### src/rtl/icb_dma_master_pkg.sv
// Shared types and constants for the ICB DMA master.
//   dma_state_e : transfer FSM states
//   WMASK_FULL  : byte mask for a full 32-bit ICB write
//   BUS_STRIDE  : byte increment between consecutive 32-bit words on the bus
package acc_icb_pkg;

  typedef enum logic [2:0] {
    StIdle,
    StSrd,
    StSlat,
    StCmd,
    StRsp,
    StFin
  } dma_state_e;

  localparam logic [3:0]  WMASK_FULL = 4'hF;
  localparam logic [31:0] BUS_STRIDE = 32'd4;

endpackage

### src/rtl/icb_dma_master_if.sv
// ICB command/response channel bundle.
//   master modport : DMA side (drives cmd_*, rsp_ready)
//   slave modport  : bus/memory side (drives cmd_ready, rsp_*)
interface icb_dma_master_if;

  logic        icb_cmd_valid;
  logic        icb_cmd_ready;
  logic        icb_cmd_read;
  logic [31:0] icb_cmd_addr;
  logic [31:0] icb_cmd_wdata;
  logic [3:0]  icb_cmd_wmask;
  logic        icb_rsp_valid;
  logic        icb_rsp_ready;
  logic [31:0] icb_rsp_rdata;
  logic        icb_rsp_err;

  modport master (
    output icb_cmd_valid, icb_cmd_read, icb_cmd_addr, icb_cmd_wdata, icb_cmd_wmask,
    output icb_rsp_ready,
    input  icb_cmd_ready, icb_rsp_valid, icb_rsp_rdata, icb_rsp_err
  );

  modport slave (
    input  icb_cmd_valid, icb_cmd_read, icb_cmd_addr, icb_cmd_wdata, icb_cmd_wmask,
    input  icb_rsp_ready,
    output icb_cmd_ready, icb_rsp_valid, icb_rsp_rdata, icb_rsp_err
  );

endinterface

### src/rtl/icb_dma_master.sv
// Single-outstanding DMA engine between a local word SRAM and an ICB bus.
//   clk, rst_n       : clock, asynchronous active-low reset
//   start/dir/...    : transfer request; dir 0 = bus->SRAM, 1 = SRAM->bus
//   busy/done/err    : status; done pulses one cycle, err sticky until next start
//   icb              : ICB master channel
//   sram_wr_* / rd_* : local SRAM ports, read data valid one cycle after rd_en
module icb_dma_master
  import acc_icb_pkg::*;
#(
  parameter int unsigned SRAM_AW = 13,
  parameter int unsigned LEN_W   = 13
) (
  input  logic               clk,
  input  logic               rst_n,
  input  logic               start,
  input  logic               dir,
  input  logic [31:0]        bus_addr,
  input  logic [SRAM_AW-1:0] sram_addr,
  input  logic [LEN_W-1:0]   len_words,
  output logic               busy,
  output logic               done,
  output logic               err,
  icb_dma_master_if.master   icb,
  output logic               sram_wr_en,
  output logic [SRAM_AW-1:0] sram_wr_addr,
  output logic [31:0]        sram_wr_data,
  output logic               sram_rd_en,
  output logic [SRAM_AW-1:0] sram_rd_addr,
  input  logic [31:0]        sram_rd_data
);

  dma_state_e         state_q, state_d;
  logic               dir_q, dir_d;
  logic [31:0]        bus_addr_q, bus_addr_d;
  logic [SRAM_AW-1:0] sram_addr_q, sram_addr_d;
  logic [LEN_W-1:0]   remain_q, remain_d;
  logic [31:0]        wbuf_q, wbuf_d;
  logic               err_q, err_d;
  logic               done_q, done_d;
  logic               busy_q, busy_d;
  logic               cmd_valid_q, cmd_valid_d;
  logic               cmd_read_q, cmd_read_d;
  logic [31:0]        cmd_addr_q, cmd_addr_d;
  logic [31:0]        cmd_wdata_q, cmd_wdata_d;
  logic [3:0]         cmd_wmask_q, cmd_wmask_d;
  logic               wr_en_q, wr_en_d;
  logic [SRAM_AW-1:0] wr_addr_q, wr_addr_d;
  logic [31:0]        wr_data_q, wr_data_d;

  always_comb begin
    state_d     = state_q;
    dir_d       = dir_q;
    bus_addr_d  = bus_addr_q;
    sram_addr_d = sram_addr_q;
    remain_d    = remain_q;
    wbuf_d      = wbuf_q;
    err_d       = err_q;
    wr_en_d     = 1'b0;
    wr_addr_d   = wr_addr_q;
    wr_data_d   = wr_data_q;

    unique case (state_q)
      StIdle: begin
        if (start) begin
          dir_d       = dir;
          bus_addr_d  = bus_addr;
          sram_addr_d = sram_addr;
          remain_d    = len_words;
          err_d       = 1'b0;
          if (len_words == '0) begin
            state_d = StFin;
          end else begin
            state_d = dir ? StSrd : StCmd;
          end
        end
      end
      StSrd:  state_d = StSlat;
      StSlat: begin
        wbuf_d  = sram_rd_data;
        state_d = StCmd;
      end
      StCmd: begin
        if (icb.icb_cmd_ready) state_d = StRsp;
      end
      StRsp: begin
        if (icb.icb_rsp_valid) begin
          if (icb.icb_rsp_err) begin
            // Abort: the failing word is never written locally.
            err_d   = 1'b1;
            state_d = StFin;
          end else begin
            if (!dir_q) begin
              wr_en_d   = 1'b1;
              wr_addr_d = sram_addr_q;
              wr_data_d = icb.icb_rsp_rdata;
            end
            bus_addr_d  = bus_addr_q + BUS_STRIDE;
            sram_addr_d = sram_addr_q + SRAM_AW'(1);
            remain_d    = remain_q - LEN_W'(1);
            if (remain_q == LEN_W'(1)) begin
              state_d = StFin;
            end else begin
              state_d = dir_q ? StSrd : StCmd;
            end
          end
        end
      end
      StFin:   state_d = StIdle;
      default: state_d = StIdle;
    endcase

    // Registered outputs are derived from next-state values so they line up
    // with the state they belong to.
    busy_d      = (state_d != StIdle);
    done_d      = (state_d == StFin);
    cmd_valid_d = (state_d == StCmd);
    cmd_read_d  = cmd_valid_d & ~dir_d;
    cmd_addr_d  = cmd_valid_d ? {bus_addr_d[31:2], 2'b00} : 32'h0;
    cmd_wdata_d = (cmd_valid_d && dir_d) ? wbuf_d : 32'h0;
    cmd_wmask_d = (cmd_valid_d && dir_d) ? WMASK_FULL : 4'h0;
  end

  always_ff @(posedge clk or negedge rst_n) begin
    if (!rst_n) begin
      state_q     <= StIdle;
      dir_q       <= 1'b0;
      bus_addr_q  <= '0;
      sram_addr_q <= '0;
      remain_q    <= '0;
      wbuf_q      <= '0;
      err_q       <= 1'b0;
      done_q      <= 1'b0;
      busy_q      <= 1'b0;
      cmd_valid_q <= 1'b0;
      cmd_read_q  <= 1'b0;
      cmd_addr_q  <= '0;
      cmd_wdata_q <= '0;
      cmd_wmask_q <= '0;
      wr_en_q     <= 1'b0;
      wr_addr_q   <= '0;
      wr_data_q   <= '0;
    end else begin
      state_q     <= state_d;
      dir_q       <= dir_d;
      bus_addr_q  <= bus_addr_d;
      sram_addr_q <= sram_addr_d;
      remain_q    <= remain_d;
      wbuf_q      <= wbuf_d;
      err_q       <= err_d;
      done_q      <= done_d;
      busy_q      <= busy_d;
      cmd_valid_q <= cmd_valid_d;
      cmd_read_q  <= cmd_read_d;
      cmd_addr_q  <= cmd_addr_d;
      cmd_wdata_q <= cmd_wdata_d;
      cmd_wmask_q <= cmd_wmask_d;
      wr_en_q     <= wr_en_d;
      wr_addr_q   <= wr_addr_d;
      wr_data_q   <= wr_data_d;
    end
  end

  assign busy              = busy_q;
  assign done              = done_q;
  assign err               = err_q;
  assign icb.icb_cmd_valid = cmd_valid_q;
  assign icb.icb_cmd_read  = cmd_read_q;
  assign icb.icb_cmd_addr  = cmd_addr_q;
  assign icb.icb_cmd_wdata = cmd_wdata_q;
  assign icb.icb_cmd_wmask = cmd_wmask_q;
  assign icb.icb_rsp_ready = (state_q == StRsp);
  assign sram_wr_en        = wr_en_q;
  assign sram_wr_addr      = wr_addr_q;
  assign sram_wr_data      = wr_data_q;
  assign sram_rd_en        = (state_q == StSrd);
  assign sram_rd_addr      = sram_addr_q;

endmodule

### src/flat_wrapper.sv
// flat-port wrapper written by rule: the top's interface ports become plain ports
module icb_dma_master_flat import acc_icb_pkg::*;
#(
  parameter int unsigned SRAM_AW = 13,
  parameter int unsigned LEN_W   = 13
)
  (clk, rst_n, start, dir, bus_addr, sram_addr, len_words, busy, done, err, sram_wr_en, sram_wr_addr, sram_wr_data, sram_rd_en, sram_rd_addr, sram_rd_data, icb_icb_cmd_valid, icb_icb_cmd_read, icb_icb_cmd_addr, icb_icb_cmd_wdata, icb_icb_cmd_wmask, icb_icb_rsp_ready, icb_icb_cmd_ready, icb_icb_rsp_valid, icb_icb_rsp_rdata, icb_icb_rsp_err);
  icb_dma_master_if icb_i ();
  input  logic clk;
  input  logic rst_n;
  input  logic start;
  input  logic dir;
  input  logic [31:0] bus_addr;
  input  logic [SRAM_AW-1:0] sram_addr;
  input  logic [LEN_W-1:0] len_words;
  output logic busy;
  output logic done;
  output logic err;
  output logic sram_wr_en;
  output logic [SRAM_AW-1:0] sram_wr_addr;
  output logic [31:0] sram_wr_data;
  output logic sram_rd_en;
  output logic [SRAM_AW-1:0] sram_rd_addr;
  input  logic [31:0] sram_rd_data;
  output wire logic [$bits(icb_i.icb_cmd_valid)-1:0] icb_icb_cmd_valid;
  output wire logic [$bits(icb_i.icb_cmd_read)-1:0] icb_icb_cmd_read;
  output wire logic [$bits(icb_i.icb_cmd_addr)-1:0] icb_icb_cmd_addr;
  output wire logic [$bits(icb_i.icb_cmd_wdata)-1:0] icb_icb_cmd_wdata;
  output wire logic [$bits(icb_i.icb_cmd_wmask)-1:0] icb_icb_cmd_wmask;
  output wire logic [$bits(icb_i.icb_rsp_ready)-1:0] icb_icb_rsp_ready;
  input wire logic [$bits(icb_i.icb_cmd_ready)-1:0] icb_icb_cmd_ready;
  input wire logic [$bits(icb_i.icb_rsp_valid)-1:0] icb_icb_rsp_valid;
  input wire logic [$bits(icb_i.icb_rsp_rdata)-1:0] icb_icb_rsp_rdata;
  input wire logic [$bits(icb_i.icb_rsp_err)-1:0] icb_icb_rsp_err;
  assign icb_icb_cmd_valid = icb_i.icb_cmd_valid;
  assign icb_icb_cmd_read = icb_i.icb_cmd_read;
  assign icb_icb_cmd_addr = icb_i.icb_cmd_addr;
  assign icb_icb_cmd_wdata = icb_i.icb_cmd_wdata;
  assign icb_icb_cmd_wmask = icb_i.icb_cmd_wmask;
  assign icb_icb_rsp_ready = icb_i.icb_rsp_ready;
  assign icb_i.icb_cmd_ready = icb_icb_cmd_ready;
  assign icb_i.icb_rsp_valid = icb_icb_rsp_valid;
  assign icb_i.icb_rsp_rdata = icb_icb_rsp_rdata;
  assign icb_i.icb_rsp_err = icb_icb_rsp_err;
  icb_dma_master #(.SRAM_AW(SRAM_AW), .LEN_W(LEN_W)) u_core (.clk(clk), .rst_n(rst_n), .start(start), .dir(dir), .bus_addr(bus_addr), .sram_addr(sram_addr), .len_words(len_words), .busy(busy), .done(done), .err(err), .icb(icb_i), .sram_wr_en(sram_wr_en), .sram_wr_addr(sram_wr_addr), .sram_wr_data(sram_wr_data), .sram_rd_en(sram_rd_en), .sram_rd_addr(sram_rd_addr), .sram_rd_data(sram_rd_data));
endmodule
### config.mk
export PLATFORM = sky130hd
export DESIGN_NAME = icb_dma_master_flat
export DESIGN_NICKNAME = d
export VERILOG_FILES = /design/src/rtl/icb_dma_master_pkg.sv /design/src/rtl/icb_dma_master_if.sv /design/src/rtl/icb_dma_master.sv /design/src/flat_wrapper.sv
export SDC_FILE = /design/constraint.sdc
export NUM_CORES = 1
export LEC_CHECK = 0
export BUFFER_PORTS_ARGS = -buffer_cell sky130_fd_sc_hd__buf_2
export CELL_PAD_IN_SITES_DETAIL_PLACEMENT = 2
export CELL_PAD_IN_SITES_GLOBAL_PLACEMENT = 2
export CORE_ASPECT_RATIO = 1.75
export CORE_MARGIN = 1
export CORE_UTILIZATION = 36
export CTS_CLUSTER_DIAMETER = 40
export CTS_CLUSTER_SIZE = 40
export DETAILED_ROUTE_END_ITERATION = 6
export GPL_TIMING_DRIVEN = 0
export PLACE_DENSITY = 0.9
export SLEW_MARGIN = 20
export SYNTH_ARGS = -nofsm -noshare
export SYNTH_HDL_FRONTEND = slang
export SYNTH_SLANG_ARGS = --single-unit
export TNS_END_PERCENT = 1
### constraint.sdc
create_clock -name clk -period 5.5 [get_ports clk]
set_input_delay 0 -clock clk [delete_from_list [all_inputs] [get_ports clk]]
set_output_delay 0 -clock clk [all_outputs]
set_load 0.01 [all_outputs]
==> results of run 1 <==
## where the power goes
group	switching, mW	internal [mW]
sequential	0.581	2.13
combinational	1.88	1.18
clock	0.812	0.958
## per-stage QoR
step / util / hold slack [ps] / setup slack [ps] / std cells
2_1_floorplan: - / -296 / 3430 / 806
3_3_place_gp: 0.433 / 231 / 825 / 1379
3_5_place_dp: 0.436 / -30.3 / 2690 / 1381
4_1_cts: 0.520 / 137 / 2660 / 1553
5_1_grt: 0.520 / 160 / 2410 / 1554
6_report: 0.520 / 155 / 2500 / 1554
## worst max path at each step
stage | start | to | slack, ps | depth (start not counted)
2_1_floorplan | u_core.remain_q[0] | u_core.remain_q[10] | 3430 | 7
3_3_place_gp | rst_n | u_core.icb.icb_cmd_wdata[15] | 830 | 1
3_5_place_dp | u_core.state_q[2] | u_core.sram_rd_addr[4] | 2690 | 7
4_1_cts | u_core.state_q[1] | u_core.icb.icb_cmd_addr[3] | 2660 | 8
5_1_grt | u_core.state_q[2] | u_core.sram_rd_addr[4] | 2410 | 7
6_report | u_core.state_q[2] | u_core.sram_rd_addr[4] | 2500 | 7
## logic make-up after synthesis
family / Yosys count / synth area share
DFF: 206 / 0.557
muxes: 89 / 0.108
buffers and inverters: 75 / 0.0407
AOI/OAI and AO/OA: 171 / 0.117
adders and majority gates: 4 / 0.00541
other: 1 / 0.000405
and+or+nand+nor: 259 / 0.171
## registers in the layout, indices dropped and copies added, names as in the netlist
register / count
u_core.state_q: 3
u_core.busy: 1
u_core.sram_wr_data: 32
u_core.sram_wr_en: 1
u_core.wbuf_q: 32
u_core.sram_rd_addr: 13
u_core.err: 1
u_core.icb.icb_cmd_wmask: 1
u_core.icb.icb_cmd_addr: 30
u_core.icb.icb_cmd_valid: 1
u_core.dir_q: 1
u_core.sram_wr_addr: 13
u_core.done: 1
u_core.icb.icb_cmd_read: 1
u_core.bus_addr_q: 30
u_core.remain_q: 13
u_core.icb.icb_cmd_wdata: 32
## final cells by class
class                      count  share of cell area
sequential                   206               0.392
multi-input combinational    525               0.284
timing repair buffer         386               0.201
clock buffer                  27              0.0482
tap                          316              0.0301
buffer                        57              0.0235
clock inverter                18              0.0156
inverter                      18             0.00514
antenna                        1            0.000191
## repair_timing
action / in CTS / in global routing
hold buffers: 127 / 0
buffers inserted: 0 / 0
hold endpoints to repair: 390 / 0
## cells in the mapped netlist, drive strengths merged (9+ instances only)
cell type  instances  area [µm²]
nor3              15        75.1
nand3             24         125
mux2              82         927
dfrtp            206        5150
and3              10        67.6
a22oi              9        67.6
a21oi             42         210
a31oi             13        81.3
o22ai             23         144
buf               34         223
nor4              19         168
nand2             46         173
nand4             18         125
inv               18        67.6
clkbuf            23        86.3
and2              50         385
o21ai             40         204
nor2              34         135
## worst reg2reg max path, delay by kind of cell (launching register included)
kind                   cells  cell delay [ps]
and+or+nand+nor            2              790
AOI/OAI and AO/OA          3              780
DFF                        1              440
buffers and inverters      2              840
## metal layers
layer	vias to the layer above	share of wire
met5	-	0
met4	0	0.070
met3	166	0.051
met2	443	0.57
met1	4540	0.31
li1	3752	-
==> summary.txt, run 1 <==
Status
  – Status: finished, final reports clean

Floorplan
  – Row count: 77
  – Initial core utilization: 0.367
  – Die Y: about 210 µm
  – Die ar.: roughly 26000 µm²
  – IO Count: about 260
  – Die Width: about 120 µm
  – Core ar.: roughly 25000 µm²

STA
  – Worst-Margin Slew: 1010 ps
  – Fmax achieved: 333 MHz
  – Period minus WS final: around 3000 ps
  – Period utilisation layout: 0.546
  – Worst-case clock skew: about 24 ps
  – Unrepaired setup endpoints after global routing: false
  – Rel. slew slack: 0.322
  – Max Slew Vio Count: 0
  – Fin. Hold Viols: 0
  – Setup TNS: 0 ps
  – Final setup fails: 0

Global routing
  – First-pass GRT wire length: between 60 and 70 mm
  – Most used routing layer: met2
  – Global Route Usage Sum: 0.358
  – Met1 Use GR: 0.331
  – Largest net degree at the start of global routing: 86
  – GR Util met2: 0.689
  – Initial antenna violation count: 1
  – GRT overflow: 0
  – Global-route met3 utilization: 0.0606
  – Vias in the first global route: around 10000

Synthesis
  – Area of the mapped netlist: between 9000 and 10000 µm²
  – Warnings from Yosys: 0
  – Async SR Flop Fraction: 1.00
  – Dominant synthesized flop cell: dfrtp_1
  – Sequential element share of the synthesized area: 0.557
  – Post-synth EDFFs: 0
  – Post-synthesis register bit count: roughly 210
  – Mapped Avg Cell Area: 11.5 µm²
  – Post-synth cell types: 69
  – Synth Instances: between 800 and 900

Power
  – Tot Pwr: between 7 and 8 mW
  – Leakage power total: roughly 6.4 nW
  – Peak supply drop: about 0.33 mV
  – Pwr/cell area: 574 nW/µm²

Route
  – Vias: between 8000 and 9000
  – TritonRoute pass-1 iters: 5
  – Vias per cell: 5.73
  – Initial DRC Count: 460
  – DR DRC count: 0
  – Routed length per instance: approximately 30 µm
  – Post-route ant nets: 0
  – DRT Wirelength: 46.0 mm

Final layout
  – Area of the multi-input gates: ~3700 µm²
  – Area grow syn2layout: 41.9%
  – Share of cells above drive strength 1: 0.377
  – Commonest non-fill, non-tap cell in the layout: buf_2
  – Most frequent cells in the layout: 275 x buf_2, 206 x dfrtp_1, 126 x dlygate4sd3_1
  – Register area: between 5000 and 6000 µm²
  – Layout fillers: about 2500
  – Final Cell Area: around 13000 µm²
  – Final #Nets: between 1000 and 1500

Clocking
  – Clock root cell: clkbuf_16
  – Post-cts repair resize count: 0
  – Maximum clock path buffer count: 3
  – Clock-pin slew on the worst setup and hold paths: around 70 ps
  – TritonCTS clock tree: done
  – Clock sink count: ~210
  – Clock buffer count from CTS: 25
  – H-tree depth: 1
  – Clk Latency, worst-skew pair: 570 ps

Critical path
  – CP max-delay cell: nor2b_1
  – RR Endpoint: u_core.sram_rd_addr[4]
  – Startpoint Class: register
  – CP required: a little under 6000 ps
  – Critical path cell sequence: nor2b_1 -> and2_1 -> clkbuf_1 -> a21oi_1 -> clkbuf_1 -> o21ai_0 -> o21ai_0
  – Delay-heaviest family, CP: buffers and inverters
  – Crit-path max FO: 10
  – Critical R2R Launch: u_core.state_q[2]
  – Critical Path AT: between 3000 and 4000 ps
  – Crit path largest cell delay: approximately 570 ps
  – Worst reg2reg path depth: 7
  – R2R Setup Slk: 2500 ps
  – CP endpoint kind: register
  – Buffers plus inverters on the worst setup path: 2
  – CP Class: register to register

Placement
  – Routability cong.: roughly 0.83
  – Buffers on Ports: ~260
  – Final HPWL from detailed placement: between 20 and 30 mm
  – Area after DPL: roughly 11000 µm²

Min path
  – WHS Path Cells: 4
  – Hold Crit Class: input pin to register
  – Hold_sp: start
  – Hold path endpoint: u_core.dir_q

Job
  – Max Cap Viol: 0
No activity file was read; power rests on OpenSTA's default activity.
==> run 2: changes to the inputs <==
ABC_AREA = 1   (was default)
CORE_UTILIZATION = 30   (was 36)
PLACE_DENSITY = 0.84   (was 0.9)
clock period = 3 ns   (was 5.5 ns; I/O delays follow)
==> run 2 against run 1 <==
  * Setup slack got worse by 2100 ps
  * Synthesized cell count is 48% higher
  * Hold slack got worse by 67 ps
  * Cell count rose by 31%
  * Sequential share of layout area decreased by 1.8 points
  * Non-clock buffer count shrank 7
  * Power up 81%
  * Final area increased by 4.9%
==> summary.txt, run 2 <==
Clocking
  – Post-CTS setup buffers: 0
  – Maximum clock path buffer count: 3
  – Clock sink count: 206
  – Clk Latency, worst-skew pair: about 580 ps
  – Hold-fix buffers, CTS: 129
  – Clock root cell: clkbuf_16
  – H-tree depth: 1
  – Post-cts repair resize count: 0
  – Clock buffer count from CTS: 29
  – TritonCTS clock tree: done
  – Clock-pin slew on the worst setup and hold paths: roughly 60 ps

Global routing
  – Initial antenna violation count: 3
  – First-pass GRT wire length: approximately 67 mm
  – Vias in the first global route: approximately 12000
  – GRT overflow: 0
  – Global Route Usage Sum: 0.274
  – Largest net degree at the start of global routing: a little over 90

Placement
  – Final HPWL from detailed placement: approximately 29 mm
  – Buffers on Ports: around 260
  – Routability cong.: 0.834
  – Post-place setup slack: ~640 ps
  – Cell count after placement: around 1800

Final layout
  – Area grow syn2layout: 43.9%
  – Final std cells w/o fill: a little over 2000
  – Final Core Density: 0.439
  – Most frequent cells in the layout: 347 x nand2_1, 277 x buf_2, 206 x dfrtp_1
  – Final #Nets: between 1500 and 2000
  – Share of cells above drive strength 1: 0.224
  – Layout fillers: 3555
  – Commonest non-fill, non-tap cell in the layout: nand2_1

Power
  – Leakage power total: 7.41 nW
  – Sequential power share: 0.339
  – Peak supply drop: between 0.5 and 0.6 mV
  – Sw Ratio: 0.441
  – Gate power share: 0.393
  – Pwr/cell area: roughly 990 nW/µm²
  – Total internal power: between 7 and 8 mW
  – Tot Pwr: 13.7 mW
  – P_sw: about 6 mW
  – Clock power share: 0.267

Critical path
  – Startpoint Class: register
  – Crit-path max FO: 10
  – CP required: about 3000 ps
  – Critical Path AT: 2620 ps
  – CP Class: register to primary output
  – CP endpoint kind: primary output

Floorplan
  – Row count: 86
  – Die Width: ~140 µm
  – Core ar.: ~31000 µm²
  – Die ar.: 32700 µm²
  – Die Y: ~240 µm
  – Initial core utilization: 0.305
  – IO Count: approximately 260

Route
  – WL met2: roughly 25 mm
  – TritonRoute pass-1 iters: 4
  – Initial DRC Count: about 230
  – Max layer used: met5
  – Wl on met1: 14.9 mm
  – DR DRC count: 0
  – Vias: around 10000
  – WL met3: roughly 1.7 mm
  – Vias per cell: around 5
  – DRT Wirelength: approximately 44 mm
  – Post-route ant nets: 0
  – Routed length per instance: ~22 µm

Synthesis
  – Most instantiated library cell after synthesis: nand2_1
  – Post-synth top cells: 347 x nand2_1, 206 x dfrtp_1, 164 x inv_1
  – Post-synth cell types: 43
  – Post-synth EDFFs: 0
  – Dominant synthesized flop cell: dfrtp_1
  – Area of the mapped netlist: between 9000 and 10000 µm²
  – Sequential element share of the synthesized area: 0.538
  – Synth Instances: approximately 1200
  – Post-synthesis register bit count: slightly above 200
  – Leading area contributor after synthesis: dfrtp_1
  – Async SR Flop Fraction: 1.00
  – Mapped Avg Cell Area: ~8 µm²
  – Warnings from Yosys: 0
  – Main area contributors after synthesis: dfrtp_1 54%, nand2_1 14%, inv_1 6.4%
  – Yosys top cell area share: 0.538

STA
  – Period utilisation layout: 0.874
  – Fin. Hold Viols: 0
  – Period minus WS final: 2620 ps
  – Unrepaired setup endpoints after global routing: false
  – Rel. slew slack: 0.467
  – Max Slew Vio Count: 0
  – Fmax achieved: roughly 380 MHz
  – Worst-case clock skew: around 23 ps
  – Worst-Margin Slew: roughly 800 ps
  – Final setup fails: 0
  – Fin Hold WS: around 88 ps
  – PnR worst setup slack: between 300 and 400 ps

Min path
  – Hold Crit Class: input pin to register

Job
  – Max Cap Viol: 0

Status
  – Status: finished, final reports clean
==> run 2: critical path: stages, from the launching register on <==
cell and delay (ps):
dfrtp_1 460, nor2_4 290, nand2_4 160, inv_2 180, buf_2 350, buf_2 400, buf_2 210
==> run 2: metal layers <==
metal,track usage,up-vias
met1,0.258,5003
met2,0.540,304
li1,-,4584
met4,0.158,2
met3,0.0385,133
met5,0,-
==> run 2: area by class of cell <==
| type | instances | area (µm²) | area share |
|---|---|---|---|
| Inverter | 172 | 646 | 0.0469 |
| Clock inverter | 22 | 290 | 0.0211 |
| Timing Repair Buffer | 389 | 2670 | 0.193 |
| Multi-Input combinational cell | 768 | 3540 | 0.257 |
| Buffer | 47 | 236 | 0.0172 |
| Clock buffer | 31 | 743 | 0.0539 |
| Tap cell | 396 | 495 | 0.0360 |
| Antenna cell | 2 | 5.00 | 0.000363 |
| Sequential cell | 206 | 5150 | 0.374 |
==> run 2: cell families after synthesis <==
kind of cell,Yosys count,synth area share
and+or+nand+nor,594,0.262
buffers and inverters,219,0.0921
DFF,206,0.538
AOI/OAI and AO/OA,164,0.0980
adders and majority gates,4,0.00523
xor gates and xnor gates,3,0.00274
other,1,0.000392
muxes,1,0.00105
==> run 2: metrics by stage <==
step / area, µm² / TNS [ps]
finish: 13800 / 0
global route: 13800 / 0
global placement: 11400 / -380590
detailed placement: 11400 / 0
floorplan: 9580 / 0
CTS: 13800 / 0
==> run 2: power groups by stage <==
stage | clock network [mW] | logic (mW) | registers, mW
after floorplan | 0 | 2.67 | 4.72
after global placement | 0 | 4.69 | 4.54
after detailed placement | 0 | 5.02 | 4.62
after CTS | 3.71 | 5.27 | 4.58
after global routing | 3.82 | 5.95 | 4.75
final | 3.65 | 5.38 | 4.64
==> run 2: final timing paths <==
| kind | startpoint | cells past startpoint | slack [ps] | to |
|---|---|---|---|---|
| setup reg to reg | u_core.bus_addr_q[15] | 10 | 590 | u_core.icb.icb_cmd_addr[21] |
| min in group asynchronous | rst_n | 4 | 510 | u_core.icb.icb_cmd_addr[27] |
| max in group asynchronous | rst_n | 5 | 1580 | u_core.sram_wr_data[28] |
| setup / recovery | u_core.state_q[1] | 6 | 380 | icb_icb_rsp_ready |
| hold / removal | start | 4 | 90 | u_core.dir_q |
| hold reg to reg | u_core.sram_wr_data[15] | 2 | 470 | u_core.sram_wr_data[15] |
==> run 3: changes to the inputs <==
CELL_PAD_IN_SITES_DETAIL_PLACEMENT = 0   (was 2)
==> run 3 against run 2 <==
  * First-iteration DRC count grew 69%
  * Final area shrank 1.0%
  * Largest power group unchanged
  * Flip-flop and latch count is the same
  * Highest routed layer is now met4
  * Non-clock buffer count is the same
  * Utilization shrank 0.46 points
  * Cell count shrank 0.34%
  * Sequential share of layout area grew 0.39 points
  * Via count shrank 8.5%
  * Register-to-register slack gained 170 ps
  * Sequential power shrank 3%
  * Setup slack gained 70 ps
  * Clock skew shrank 11 ps
==> summary.txt, run 3 (synthesized netlist as in run 2, its figures left out) <==
Status
  – Status: finished, final reports clean

Final layout
  – Final std cells w/o fill: 2026
  – Share of cells above drive strength 1: 0.221
  – Layout fillers: about 3200
  – Commonest non-fill, non-tap cell in the layout: nand2_1
  – Most frequent cells in the layout: 347 x nand2_1, 277 x buf_2, 206 x dfrtp_1
  – Final #Nets: ~1700
  – Final Core Density: 0.434
  – Area grow syn2layout: 42.4%
  – Register area: roughly 5200 µm²
  – Area of the multi-input gates: between 3000 and 4000 µm²

Clocking
  – Maximum clock path buffer count: 3
  – Clock buffer count from CTS: 26
  – Clock-pin slew on the worst setup and hold paths: approximately 70 ps
  – Clock sink count: roughly 210
  – H-tree depth: 1
  – Clk Latency, worst-skew pair: approximately 550 ps
  – TritonCTS clock tree: done
  – Clock root cell: clkbuf_16

Route
  – DR DRC count: 0
  – Vias per cell: approximately 4.5
  – TritonRoute pass-1 iters: 6
  – Post-route ant nets: 0
  – Initial DRC Count: roughly 390
  – Vias: between 9000 and 10000
  – Routed length per instance: between 15 and 20 µm
  – DRT Wirelength: 32.7 mm

Critical path
  – Buffers plus inverters on the worst setup path: 4
  – R2R Setup Slk: around 760 ps
  – Worst reg2reg path depth: 11
  – CP endpoint kind: primary output
  – Critical path depth: 6
  – CP required: 3000 ps
  – Critical Path AT: ~2600 ps
  – CP Class: register to primary output
  – RR Endpoint: u_core.icb.icb_cmd_addr[25]
  – Startpoint Class: register
  – Crit path largest cell delay: between 400 and 500 ps
  – Delay-heaviest family, CP: buffers and inverters
  – CP max-delay cell: dfrtp_1
  – Crit-path max FO: 10
  – Critical path cell sequence: nor2_4 -> nand2_4 -> inv_2 -> buf_2 -> buf_2 -> buf_2
  – Cell mode on critical path: buf_2
  – Critical R2R Launch: u_core.bus_addr_q[15]

Floorplan
  – IO Count: 263
  – Row count: 86
  – Die Y: between 200 and 250 µm
  – Initial core utilization: 0.305
  – Die ar.: around 33000 µm²
  – Die Width: between 100 and 150 µm
  – Core ar.: ~31000 µm²

STA
  – Fmax achieved: between 300 and 400 MHz
  – Worst-case clock skew: 11.5 ps
  – Worst-Margin Slew: just under 800 ps
  – Period minus WS final: 2550 ps
  – Rel. slew slack: 0.485
  – Unrepaired setup endpoints after global routing: false
  – Final setup fails: 0
  – Max Slew Vio Count: 0
  – Fin. Hold Viols: 0
  – Period utilisation layout: 0.851

Global routing
  – Global Route Usage Sum: 0.202
  – First-pass GRT wire length: around 50 mm
  – Largest net degree at the start of global routing: 92
  – GRT overflow: 0
  – Initial antenna violation count: 1
  – Vias in the first global route: 9354

Power
  – Pwr/cell area: about 920 nW/µm²
  – Leakage power total: between 7 and 8 nW
  – Peak supply drop: between 0.5 and 0.6 mV

Min path
  – Hold Crit Class: input pin to register
  – Hold_sp: start
  – Hold path endpoint: u_core.dir_q
  – WHS Path Cells: 4

Placement
  – Buffers on Ports: approximately 260
  – Final HPWL from detailed placement: 24.0 mm
  – Routability cong.: between 0.8 and 0.9
  – Cell count after placement: 1849

Job
  – Max Cap Viol: 0
-- run 3: changes by cell type in the layout (fill, tap and decap cells not counted) --
cell,change
clkinvlp_4,-3
clkbuf_16,-3
clkinv_4,-2
clkinv_2,+1
buf_16,-1
bufinv_16,-1
inv_6,+3
buf_12,+1
inv_16,-1
diode_2,-1
-- run 3: layer usage --
layer  global-route usage  routed length [µm]  vias to the layer above
met1                0.211               12200                     4286
li1                     -                   -                     4590
met4               0.0889                1230                        0
met2                0.387               17700                      241
met3               0.0325                1550                       57
met5                    0                   0                        -
-- run 3: where the power goes --
part | internal, mW | switching, mW
sequential | 3.86 | 0.646
combinational | 1.69 | 3.16
clock | 1.79 | 1.42
total | 7.35 | 5.22
-- run 3: worst max path at each step --
stage                                      from                           to  slack [ps]
after floorplan               u_core.state_q[0]   u_core.icb.icb_cmd_addr[3]        1330
after global placement                    rst_n       u_core.sram_wr_data[0]       -1890
after detailed placement  u_core.bus_addr_q[15]  u_core.icb.icb_cmd_addr[25]         730
after CTS                     u_core.state_q[1]            icb_icb_rsp_ready         360
after global routing          u_core.state_q[1]            icb_icb_rsp_ready         300
final                         u_core.state_q[1]            icb_icb_rsp_ready         450
-- run 3: final cells by class --
class / count / share of cell area
sequential: 206 / 0.378
antenna: 1 / 0.000184
clock buffer: 28 / 0.0490
timing repair buffer: 389 / 0.195
buffer: 47 / 0.0173
multi-input combinational: 768 / 0.260
inverter: 172 / 0.0474
clock inverter: 19 / 0.0170
tap: 396 / 0.0363
-- run 3: tightest hold or removal path: cells and delay by family --
kind                   cells  cell delay [ps]
buffers and inverters      2              210
AO/OA/AOI/OAI              1              130
AND/OR/NAND/NOR            1              210
-- run 3: per-stage QoR --
stage | setup slack, ps | power (mW) | TNS (ps) | cell area, µm² | hold WS (ps)
6_report | 447 | 12.6 | 0 | 13600 | 63.7
5_1_grt | 297 | 13.6 | 0 | 13600 | 81.4
4_1_cts | 356 | 12.8 | 0 | 13600 | 54.4
3_5_place_dp | 728 | 9.33 | 0 | 11400 | -84.5
3_3_place_gp | -1890 | 9.23 | -380590 | 11400 | 200
2_1_floorplan | 1330 | 7.39 | 0 | 9580 | -296
-- run 3: repair_timing --
item                                   4_1_cts  5_1_grt
resized for setup                            0        0
hold buffers                               129        0
buffers inserted                             0        0
endpoints found under the hold margin      300        0
